## src/rtl/tick_period_meter.sv

```systemverilog
`default_nettype none
// ============================================================================
// Module   : tick_period_meter
// Brief    : Measures clk cycles between tick rising edges, reports the period,
//            and flags lock against the expected rate or loss of tick.
// Revision : 1.0
// ============================================================================
module tick_period_meter #(
    parameter int CNT_W    = 25,
    parameter int EXP_FPGA = 15_000_001,
    parameter int EXP_ASIC = 1_250_001,
    parameter int TOL      = 4,
    parameter int LOCK_N   = 3
) (
    input  logic             clk,
    input  logic             rst,
    input  logic             en,
    input  logic             is_FPGA,
    input  logic             tick_in,
    output logic [CNT_W-1:0] period,
    output logic             period_valid,
    output logic             locked,
    output logic             timeout_err
);

    localparam int                  STREAK_W = $clog2(LOCK_N + 1);
    localparam logic [STREAK_W-1:0] LOCK_V   = STREAK_W'(LOCK_N);
    localparam logic [CNT_W-1:0]    TOL_V    = CNT_W'(TOL);

    typedef enum logic [1:0] {
        IDLE       = 2'd0,
        WAIT_FIRST = 2'd1,
        MEASURE    = 2'd2
    } state_t;

    state_t              state, state_n;
    logic                tick_q;
    logic                rise;
    logic [CNT_W-1:0]    cnt, cnt_n;
    logic [STREAK_W-1:0] streak, streak_n, streak_inc;
    logic [CNT_W-1:0]    period_n;
    logic                period_valid_n, locked_n, timeout_err_n;
    logic [CNT_W-1:0]    exp_sel, exp_twice, good_lo, good_hi;
    logic                good;

    assign rise       = tick_in & ~tick_q;
    assign exp_sel    = is_FPGA ? CNT_W'(EXP_FPGA) : CNT_W'(EXP_ASIC);
    assign exp_twice  = exp_sel + exp_sel;
    assign good_lo    = exp_sel - TOL_V;
    assign good_hi    = exp_sel + TOL_V;
    assign good       = (cnt >= good_lo) && (cnt <= good_hi);
    // Streak saturates at LOCK_N so a long run of good periods never wraps.
    assign streak_inc = (streak == LOCK_V) ? LOCK_V : streak + STREAK_W'(1);

    always_comb begin
        state_n        = state;
        cnt_n          = cnt;
        streak_n       = streak;
        period_n       = period;
        period_valid_n = 1'b0;
        locked_n       = locked;
        timeout_err_n  = 1'b0;
        if (!en) begin
            state_n  = IDLE;
            cnt_n    = '0;
            streak_n = '0;
            locked_n = 1'b0;
        end else begin
            case (state)
                IDLE: begin
                    cnt_n    = '0;
                    streak_n = '0;
                    locked_n = 1'b0;
                    state_n  = WAIT_FIRST;
                end
                WAIT_FIRST: begin
                    if (rise) begin
                        cnt_n   = CNT_W'(1);
                        state_n = MEASURE;
                    end
                end
                MEASURE: begin
                    // A rise on the same cycle as the timeout limit still counts as a period.
                    if (rise) begin
                        period_n       = cnt;
                        period_valid_n = 1'b1;
                        cnt_n          = CNT_W'(1);
                        if (good) begin
                            streak_n = streak_inc;
                            locked_n = (streak_inc == LOCK_V);
                        end else begin
                            streak_n = '0;
                            locked_n = 1'b0;
                        end
                    end else if (cnt == exp_twice) begin
                        timeout_err_n = 1'b1;
                        streak_n      = '0;
                        locked_n      = 1'b0;
                        cnt_n         = '0;
                        state_n       = WAIT_FIRST;
                    end else begin
                        cnt_n = cnt + CNT_W'(1);
                    end
                end
                default: state_n = IDLE;
            endcase
        end
    end

    always_ff @(posedge clk or posedge rst) begin
        if (rst) begin
            state        <= IDLE;
            tick_q       <= 1'b0;
            cnt          <= '0;
            streak       <= '0;
            period       <= '0;
            period_valid <= 1'b0;
            locked       <= 1'b0;
            timeout_err  <= 1'b0;
        end else begin
            state        <= state_n;
            tick_q       <= tick_in;
            cnt          <= cnt_n;
            streak       <= streak_n;
            period       <= period_n;
            period_valid <= period_valid_n;
            locked       <= locked_n;
            timeout_err  <= timeout_err_n;
        end
    end

endmodule
`default_nettype wire
```

## config.mk

```make
export PLATFORM = sky130hd
export DESIGN_NAME = tick_period_meter
export DESIGN_NICKNAME = d
export VERILOG_FILES = /design/src/rtl/tick_period_meter.sv
export SDC_FILE = /design/constraint.sdc
export NUM_CORES = 1
export LEC_CHECK = 0
export CAP_MARGIN = 20
export CORE_MARGIN = 2
export CORE_UTILIZATION = 60
export DETAILED_ROUTE_END_ITERATION = 8
export PLACE_DENSITY_LB_ADDON = 0.15
export SYNTH_ARGS = -nofsm -noshare
export SYNTH_HDL_FRONTEND = slang
export SYNTH_SLANG_ARGS = --single-unit
```

## constraint.sdc

```tcl
create_clock -name clk -period 6.07 [get_ports clk]
set_clock_uncertainty 0.1 [all_clocks]
set_input_delay 1.214 -clock clk [delete_from_list [all_inputs] [get_ports clk]]
set_output_delay 1.214 -clock clk [all_outputs]
set_load 0.005 [all_outputs]
```

After elaboration in Yosys (flattened, before gate mapping)
Cells that the tools add are included.

Muxes and demuxes: 29. $lt $le $gt $ge: 2. Equal/unequal tests: 11. Bitwise operators: 2. Add/sub/neg operators: 5. Reductions and logical operators: 6.

Operator list (number): $mux 25 (4); $pmux 25 s3 (1); $add 24x24->25 (1); $add 24x3->25 const B (1); $add 25x1->25 const B (1); $eq 25x25->1 (1); $ge 25x25->1 (1); $le 25x25->1 (1); $sub 24x3->25 const B (1); $mux 24 (1); $mux 2 (9); $mux 1 (11); $ne 3x3->1 const B (3); $eq 2x2->1 const B (3); $pmux 2 s3 (1); $reduce_and 3->1 (2); $ne 4x1->1 const B (1); $ne 4x4->1 const B (1); $pmux 2 s2 (1); $reduce_and 2->1 (2); $ne 3x1->1 const B (1); $add 2x1->2 const B (1); $eq 2x1->1 const B (1); $logic_not 2->1 (1); 4 further kinds (4).

Bits in registers: 58. Output and inout bits: 28. Input bits: 5.

Longest topological paths before layout
Gate-level depths: netlist (run 1).

Depth after elaboration: 8. Gate-level depth with buffers: 9.

Worst setup path after synthesis (run 1)
No wires, ideal clock.

Path kind: input to register. From: input port is_FPGA. To: register cnt[10]. Stages: 9. Setup slack: 2.856 ns. Data required time: 5.842 ns. Buffers on the path: 1. Setup time: 0.128 ns. Arrival time: 2.986 ns. Cell sequence: inv_1 -> ha_1 -> nor4bb_1 -> nand4b_1 -> o311ai_2 -> buf_6 -> a21oi_1 -> o21ai_0 -> o31ai_1.

Cells in the longest elaborated chain, start to end: 7.

Ends and longest elaborated chain: start: declaration (RTL line 18) `input logic is_FPGA,`; $mux 24 (RTL line 47) `assign exp_sel = is_FPGA ? CNT_W'(EXP_FPGA) : CNT_W'(EXP_ASIC);`; $add 24x24->25 (RTL line 48) `assign exp_twice = exp_sel + exp_sel;`; $eq 25x25->1 (RTL line 95) `end else if (cnt == exp_twice) begin`; $mux 25 (RTL line 95); $mux 25 (RTL line 84) `if (rise) begin`; $pmux 25 s3 (RTL line 69) `case (state)`; $mux 25 (RTL line 63) `if (!en) begin`; end signal: assignment (RTL line 123) `cnt <= cnt_n;`; end: declaration (RTL line 39) `logic [CNT_W-1:0] cnt, cnt_n;`.

No other way between the ends. A chain may end at the register's enable or synchronous reset.

Final worst setup path (run 1)
From: input port is_FPGA. To: register cnt[11].

The elaborated chain is that of the path after synthesis.

==> summary.txt, run 1 <==
Global route
  • First-pass GRT wire length: 12480 um
  • Largest net degree at the start of global routing: between 50 and 60
  • Initial antenna violation count: 0
  • Number of global-route vias before repair: between 2000 and 2500
  • Remaining Overflow, GRT: 0
  • Global Route Usage Sum: 26.19%

Pwr
  • Leakage: ~1.7 nW
  • Power density cells: ~230 nW/um2
  • Total power: about 0.00090 W
  • Peak supply drop: roughly 0.17 mV

Clock tree
  • Sink Count: 58
  • Post-CTS sizing: 0
  • Clk pin slew, worst setup/hold paths: about 0.060 ns
  • CTS tree: built
  • Clk buf depth: 2
  • Worst skew pair latency: 0.34 ns
  • Root Buffer: clkbuf_8
  • H-Tree Depth: 3
  • Post-CTS Setup Inserts: 0
  • Hold buffer count at CTS: 0
  • CTS buffer count: 9

Logic synthesis
  • Seq cells post-synth: just under 60
  • Syn avg cell area: slightly above 9 um2
  • Synth area leader: dfrtp_1
  • Async SR Flop Fraction: 100.0%
  • Number of synthesized flops with an enable pin: 0
  • Post-synth top flop: dfrtp_1
  • Share of the synthesized area in the top cell type: between 40% and 50%
  • Syn Nets: just under 400
  • Unique masters post-synth: between 50 and 60
  • Top post-synthesis cells by area: dfrtp_1 44%, nand2_1 9.6%, ha_1 9.1%, o21ai_0 3.8%, nor2_1 3.1%
  • Seq/Total Area, Yosys: around 44%
  • Syn. warnings: 0
  • Syn Std Cell Area: ~3300 um2
  • Cells after Synth: roughly 360

Worst setup path
  • R2R Setup Slk: around 3.3 ns
  • Crit end category: register
  • Worst EP arrival: around 4.3 ns
  • RR Startpoint: state[0]
  • CP Class: input pin to register
  • R2R depth: 8
  • R2r endpoint: cnt[11]
  • CP Data Required Time: just over 6 ns
  • CP Max Fanout: 15
  • Worst setup SP type: input pin

Placement
  • DP Cell Count: ~460
  • Post-DP HPWL: 5253 um
  • Placer Congestion: a little under 1
  • Port bufs: 32

STA
  • Fmax: about 240 MHz
  • Final setup vio count: 0
  • Final hold violations: 0
  • RSZ-0062 raised after global routing: false
  • Slew @ Worst Pin: around 0.7 ns
  • WHS: 0.3706 ns
  • Final Cycle Share: between 60 and 70%
  • Slew margin rel.: 52.86%
  • Max-slew violations: 0
  • Setup_tns: 0 ns
  • Crit path time final: around 4.2 ns

Layout
  • Layout Nets: 423
  • Multi-input logic area: 1709 um2
  • Synth-to-layout area growth: 16.94%
  • Antenna diodes: 0
  • Share of layout cells above drive strength 1: 7.769%
  • Fin util: ~72%
  • Layout fillers: 420
  • Final Non-Filler Cells: about 470
  • Register Area: roughly 1500 um2

Die
  • Die ar.: 6124 um2
  • Initial core utilization: 61.20%
  • Core Region: roughly 5400 um2
  • Die W: about 78 um
  • Die height: 78.26 um
  • Site Rows: 27
  • IO Pins: 33

Detailed routing
  • First-pass detailed-route iteration total: 5
  • Residual DRC: 0
  • Vias per inst: ~6
  • Drt first-iter violations: roughly 230
  • Routed wire per std cell: 15.55 um
  • Routed WL: 7324 um
  • ANT nets after route: 0
  • Vias post-DR: roughly 2800

Worst hold path
  • WHS Path Cells: 2
  • Tightest Hold Check Type: register to register
  • Hold Startpoint: period[24]
  • WHS Endpoint: period[24]

Flow run
  • Maxcap violations: 0

Status
  • Status: completed
[worst max-delay path by stage]
stage	startpoint	endpoint	cells past startpoint
floorplan	is_FPGA	cnt[10]	9
global placement	is_FPGA	cnt[11]	10
detailed placement	is_FPGA	cnt[11]	10
CTS	is_FPGA	cnt[11]	10
global route	is_FPGA	cnt[11]	10
finish	is_FPGA	cnt[11]	10
[per-stage QoR]
stage | area, um2 | setup slack [ns]
final | 3869 | 1.878
after detailed placement | 3650 | 1.579
after global routing | 3869 | 1.628
after global placement | 3650 | 1.697
after CTS | 3869 | 1.945
after floorplan | 3308 | 2.856
[layout by cell type (no fill, tap or decap), types with 5 or more instances in the layout]
master / count
nor2_1: 27
dfrtp_1: 58
xor2_1: 9
inv_1: 14
nand2_1: 85
nand3_1: 14
clkdlybuf4s50_1: 32
o31ai_1: 5
nand4_1: 6
clkbuf_8: 10
ha_1: 24
o21ai_0: 25
a21oi_1: 13
nor3_1: 8
[kinds of logic after synthesis]
group                      share of synthesized area [%]
adders and majority gates                          9.077
buffers and inverters                              4.463
muxes                                             0.6052
xor gates and xnor gates                           3.177
and+or+nand+nor                                    24.05
DFF                                                43.87
AOI/OAI and AO/OA                                  14.75
[critical path: stages]
cell and delay [ns]:
clkdlybuf4s50_1 0.68, inv_1 0.29, ha_1 0.38, nor4bb_1 0.29, nand4b_1 0.18, o311ai_2 0.29, buf_4 0.25, and2b_1 0.42
o22ai_1 0.17, o2bb2ai_1 0.15
[area by class of cell]
cell class | count | area share, %
timing repair buffer | 35 | 8.862
multi-input combinational | 275 | 44.18
sequential | 58 | 37.52
clock buffer | 11 | 3.655
clock inverter | 5 | 2.005
inverter | 15 | 1.455
tap | 72 | 2.329
[report_power, final]
| group | switching [W] | internal (W) |
|---|---|---|
| logic | 0.0000725 | 0.0000354 |
| clock network | 0.000149 | 0.000241 |
| registers | 0.00000748 | 0.000393 |
[flip-flops by register name (all words and copies together), names as in the netlist]
register and count:
tick_q 1, locked 1, period 25, state 2, streak 2, cnt 25
timeout_err 1, period_valid 1
[cell usage after synthesis, types with 2 or more instances]
| master | count |
|---|---|
| ha_1 | 24 |
| nand3_1 | 14 |
| nand2b_1 | 2 |
| nand4b_1 | 3 |
| o21ai_1 | 2 |
| and4_1 | 4 |
| and3_1 | 3 |
| a21o_1 | 3 |
| o21ai_0 | 25 |
| dfrtp_1 | 58 |
| a31oi_1 | 3 |
| nor3_1 | 8 |
| inv_1 | 15 |
| nand2_1 | 85 |
| a21oi_1 | 13 |
| nor4_1 | 4 |
| xor2_1 | 9 |
| and2b_1 | 3 |
| nor2_1 | 27 |
| o31ai_1 | 5 |
| buf_2 | 2 |
| clkbuf_1 | 10 |
| nand4_1 | 6 |
| buf_6 | 2 |
| xnor2_1 | 3 |
| mux2i_1 | 2 |
| a2111oi_4 | 2 |
| o22ai_1 | 2 |
| or3_4 | 2 |
| a2111oi_0 | 2 |
[per-layer routing]
metal  share of wire, %  wire [um]  global-route usage [%]  vias up
li1                   -          -                       -     1338
met1                 48       3483                   39.47     1343
met2                 44       3249                   36.90      111
met3                6.3        465                   4.828       18
met4                1.7        125                   11.40        0
met5                  0          0                       0        -
No activity file was read; power rests on OpenSTA's default activity.
==> run 2, diff against run 1 <==
--- a/config.mk
+++ b/config.mk
@@ -7,7 +7,7 @@
 export LEC_CHECK = 0
 export CAP_MARGIN = 20
 export CORE_MARGIN = 2
-export CORE_UTILIZATION = 60
+export CORE_UTILIZATION = 52
 export DETAILED_ROUTE_END_ITERATION = 8
 export PLACE_DENSITY_LB_ADDON = 0.15
 export SYNTH_ARGS = -nofsm -noshare
==> constraint.sdc (replaced) <==
create_clock -name clk -period 3.8 [get_ports clk]
set_clock_uncertainty 0.1 [all_clocks]
set_input_delay 0.76 -clock clk [delete_from_list [all_inputs] [get_ports clk]]
set_output_delay 0.76 -clock clk [all_outputs]
set_load 0.005 [all_outputs]
==> summary.txt, run 2 (synthesized netlist as in run 1, its figures left out) <==
Clock tree
  • Hold buffer count at CTS: 0 (unchanged)
  • H-Tree Depth: 3 (unchanged)
  • Sink Count: 58 (unchanged)
  • Clk buf depth: 2 (unchanged)
  • CTS tree: built
  • Worst skew pair latency: 0.33 ns (about the same)
  • Root Buffer: clkbuf_8
  • Post-CTS sizing: 0 (unchanged)
  • Post-CTS Setup Inserts: 0 (unchanged)
  • Clk pin slew, worst setup/hold paths: 0.07 ns (about the same)
  • CTS buffer count: 9 (unchanged)

Worst setup path
  • Slowest stage delay, CP: 0.42 ns (-0.26 ns)
  • Crit end category: register
  • CP Class: input pin to register
  • Worst EP arrival: 3.35 ns (-0.96 ns)
  • CP max-delay cell: clkdlybuf4s50_1
  • CP Max Fanout: 15 (unchanged)
  • Cells along the critical path: clkdlybuf4s50_1 > inv_1 > ha_1 > nor4_1 > nand4b_1 > o311ai_2 > buf_4 > nor2_1 > nand2_1 > o21ai_0
  • Worst setup SP type: input pin
  • Worst path bufs/invs: 3 (unchanged)
  • CP Data Required Time: 3.89 ns (-2.30 ns)
  • Cell family with most CP delay: buffers and inverters

Layout
  • Layout fillers: 550 (+31%)
  • Antenna diodes: 0 (unchanged)
  • Most frequent cells in the layout: 85 x nand2_1, 58 x dfrtp_1, 32 x clkdlybuf4s50_1, 27 x nor2_1, 25 x o21ai_0
  • Share of layout cells above drive strength 1: 8.458% (+0.69 points)
  • Fin util: 61.91% (-9.7 points)
  • Top Registers: cnt x25, period x25
  • Most common cell after layout, fill and taps aside: nand2_1
  • Final std cell area, no fill: 3864 um2 (-0.13%)
  • Synth-to-layout area growth: 16.79%
  • Layout Nets: 426 (+0.71%)

Die
  • Die ar.: 7016 um2 (+15%)
  • IO Pins: 33 (unchanged)
  • Site Rows: 29 (+7.4%)
  • Core Region: 6241 um2 (+15%)
  • Initial core utilization: 53.01% (-8.2 points)
  • Die height: 83.76 um (+7.0%)
  • Die W: 83.76 um (+7.0%)

Detailed routing
  • ANT nets after route: 0 (unchanged)
  • First-pass detailed-route iteration total: 5 (unchanged)
  • Drt first-iter violations: 213 (-8.2%)
  • Vias post-DR: 2807 (-0.11%)
  • Vias per inst: 5.860 (-1.8%)
  • Residual DRC: 0 (unchanged)
  • Routed wire per std cell: 15.57 um (+0.14%)
  • Routed WL: 7459 um (+1.8%)

Placement
  • Port bufs: 32 (unchanged)
  • DP Area: 3679 um2 (+0.79%)
  • Post-DP HPWL: 5429 um (+3.3%)
  • Placer Congestion: 0.9577 (-2.0%)

STA
  • Slew margin rel.: 51.67% (-1.2 points)
  • Crit path time final: 3.256 ns
  • WHS: 0.3724 ns (+0.001814 ns)
  • Fmax: around 300 MHz
  • Max-slew violations: 0 (unchanged)
  • Final Cycle Share: 85.70%
  • RSZ-0062 raised after global routing: false
  • Slew @ Worst Pin: 0.7249 ns (+0.01777 ns)
  • Setup_tns: 0 ns (unchanged)
  • Final setup vio count: 0 (unchanged)
  • Final hold violations: 0 (unchanged)

Pwr
  • Peak supply drop: 0.2157 mV (+30%)
  • Leakage: 1.749 nW (about the same)
  • Power density cells: 351.4 nW/um2 (+51%)

Global route
  • First-pass GRT wire length: 12680 um (+1.6%)
  • Initial antenna violation count: 0 (unchanged)
  • Remaining Overflow, GRT: 0 (unchanged)
  • Number of global-route vias before repair: 2610 (+4.5%)
  • Global Route Usage Sum: 22.51% (-3.7 points)
  • Largest net degree at the start of global routing: 59 (unchanged)

Flow run
  • Maxcap violations: 0 (unchanged)

Worst hold path
  • Tightest Hold Check Type: register to register

Status
  • Status: completed
-- run 2: changes by cell type in the layout (fill, tap and decap cells not counted), sizes merged --
| cell | delta |
|---|---|
| clkinv | +2 |
| clkbuf | -1 |
| bufinv | -1 |
| buf | +3 |
-- run 2: metal layers --
metal  vias up  routed length, um  GRT usage (%)
li1       1343                  -              -
met1      1337               3614          33.85
met2       114               3303          31.78
met3        13                414          4.154
met4         0                127          9.531
met5         -                  0              0
-- run 2: report_power, final --
part / leakage (nW) / switching, W / internal, W
Clock: 0.0958 / 0.000243 / 0.000298
Combinational: 0.847 / 0.000116 / 0.0000616
Sequential: 0.806 / 0.0000121 / 0.000627
Total: 1.75 / 0.000371 / 0.000987
-- run 2: path summary, 6_finish.rpt --
path | slack [ns] | depth (start not counted) | from | to
worst max-delay path | 0.54 | 10 | is_FPGA | cnt[6]
worst min-delay path | 0.37 | 2 | period[2] | period[2]
worst max register to register | 1.15 | 8 | state[0] | cnt[6]
worst min register to register | 0.37 | 2 | period[2] | period[2]
max in group asynchronous | 2.26 | 3 | rst | cnt[11]
min in group asynchronous | 0.85 | 3 | rst | period[23]
-- run 2: final cells by class --
class	instances	area, um2	area share, %
Multi-Input combinational cell	275	1709	44.24
Inverter	15	56.30	1.457
Clock buffer	10	127.6	3.303
Sequential cell	58	1451	37.56
Tap cell	77	96.34	2.494
Clock inverter	6	57.56	1.490
Timing Repair Buffer	38	365.4	9.456
-- run 2: tightest hold or removal path: cells and delay by family (launching register included) --
kind	cells	cell delay, ns
simple gates	2	0.10
flops	1	0.34
-- run 2: through the flow --
step | setup slack [ns] | cells | power, W
after floorplan | 1.040 | 364 | 0.0007805
after global placement | 0.2732 | 463 | 0.0008240
after detailed placement | 0.2454 | 463 | 0.0008286
after CTS | 0.5919 | 479 | 0.001371
after global routing | 0.3917 | 479 | 0.001417
final | 0.5435 | 479 | 0.001358
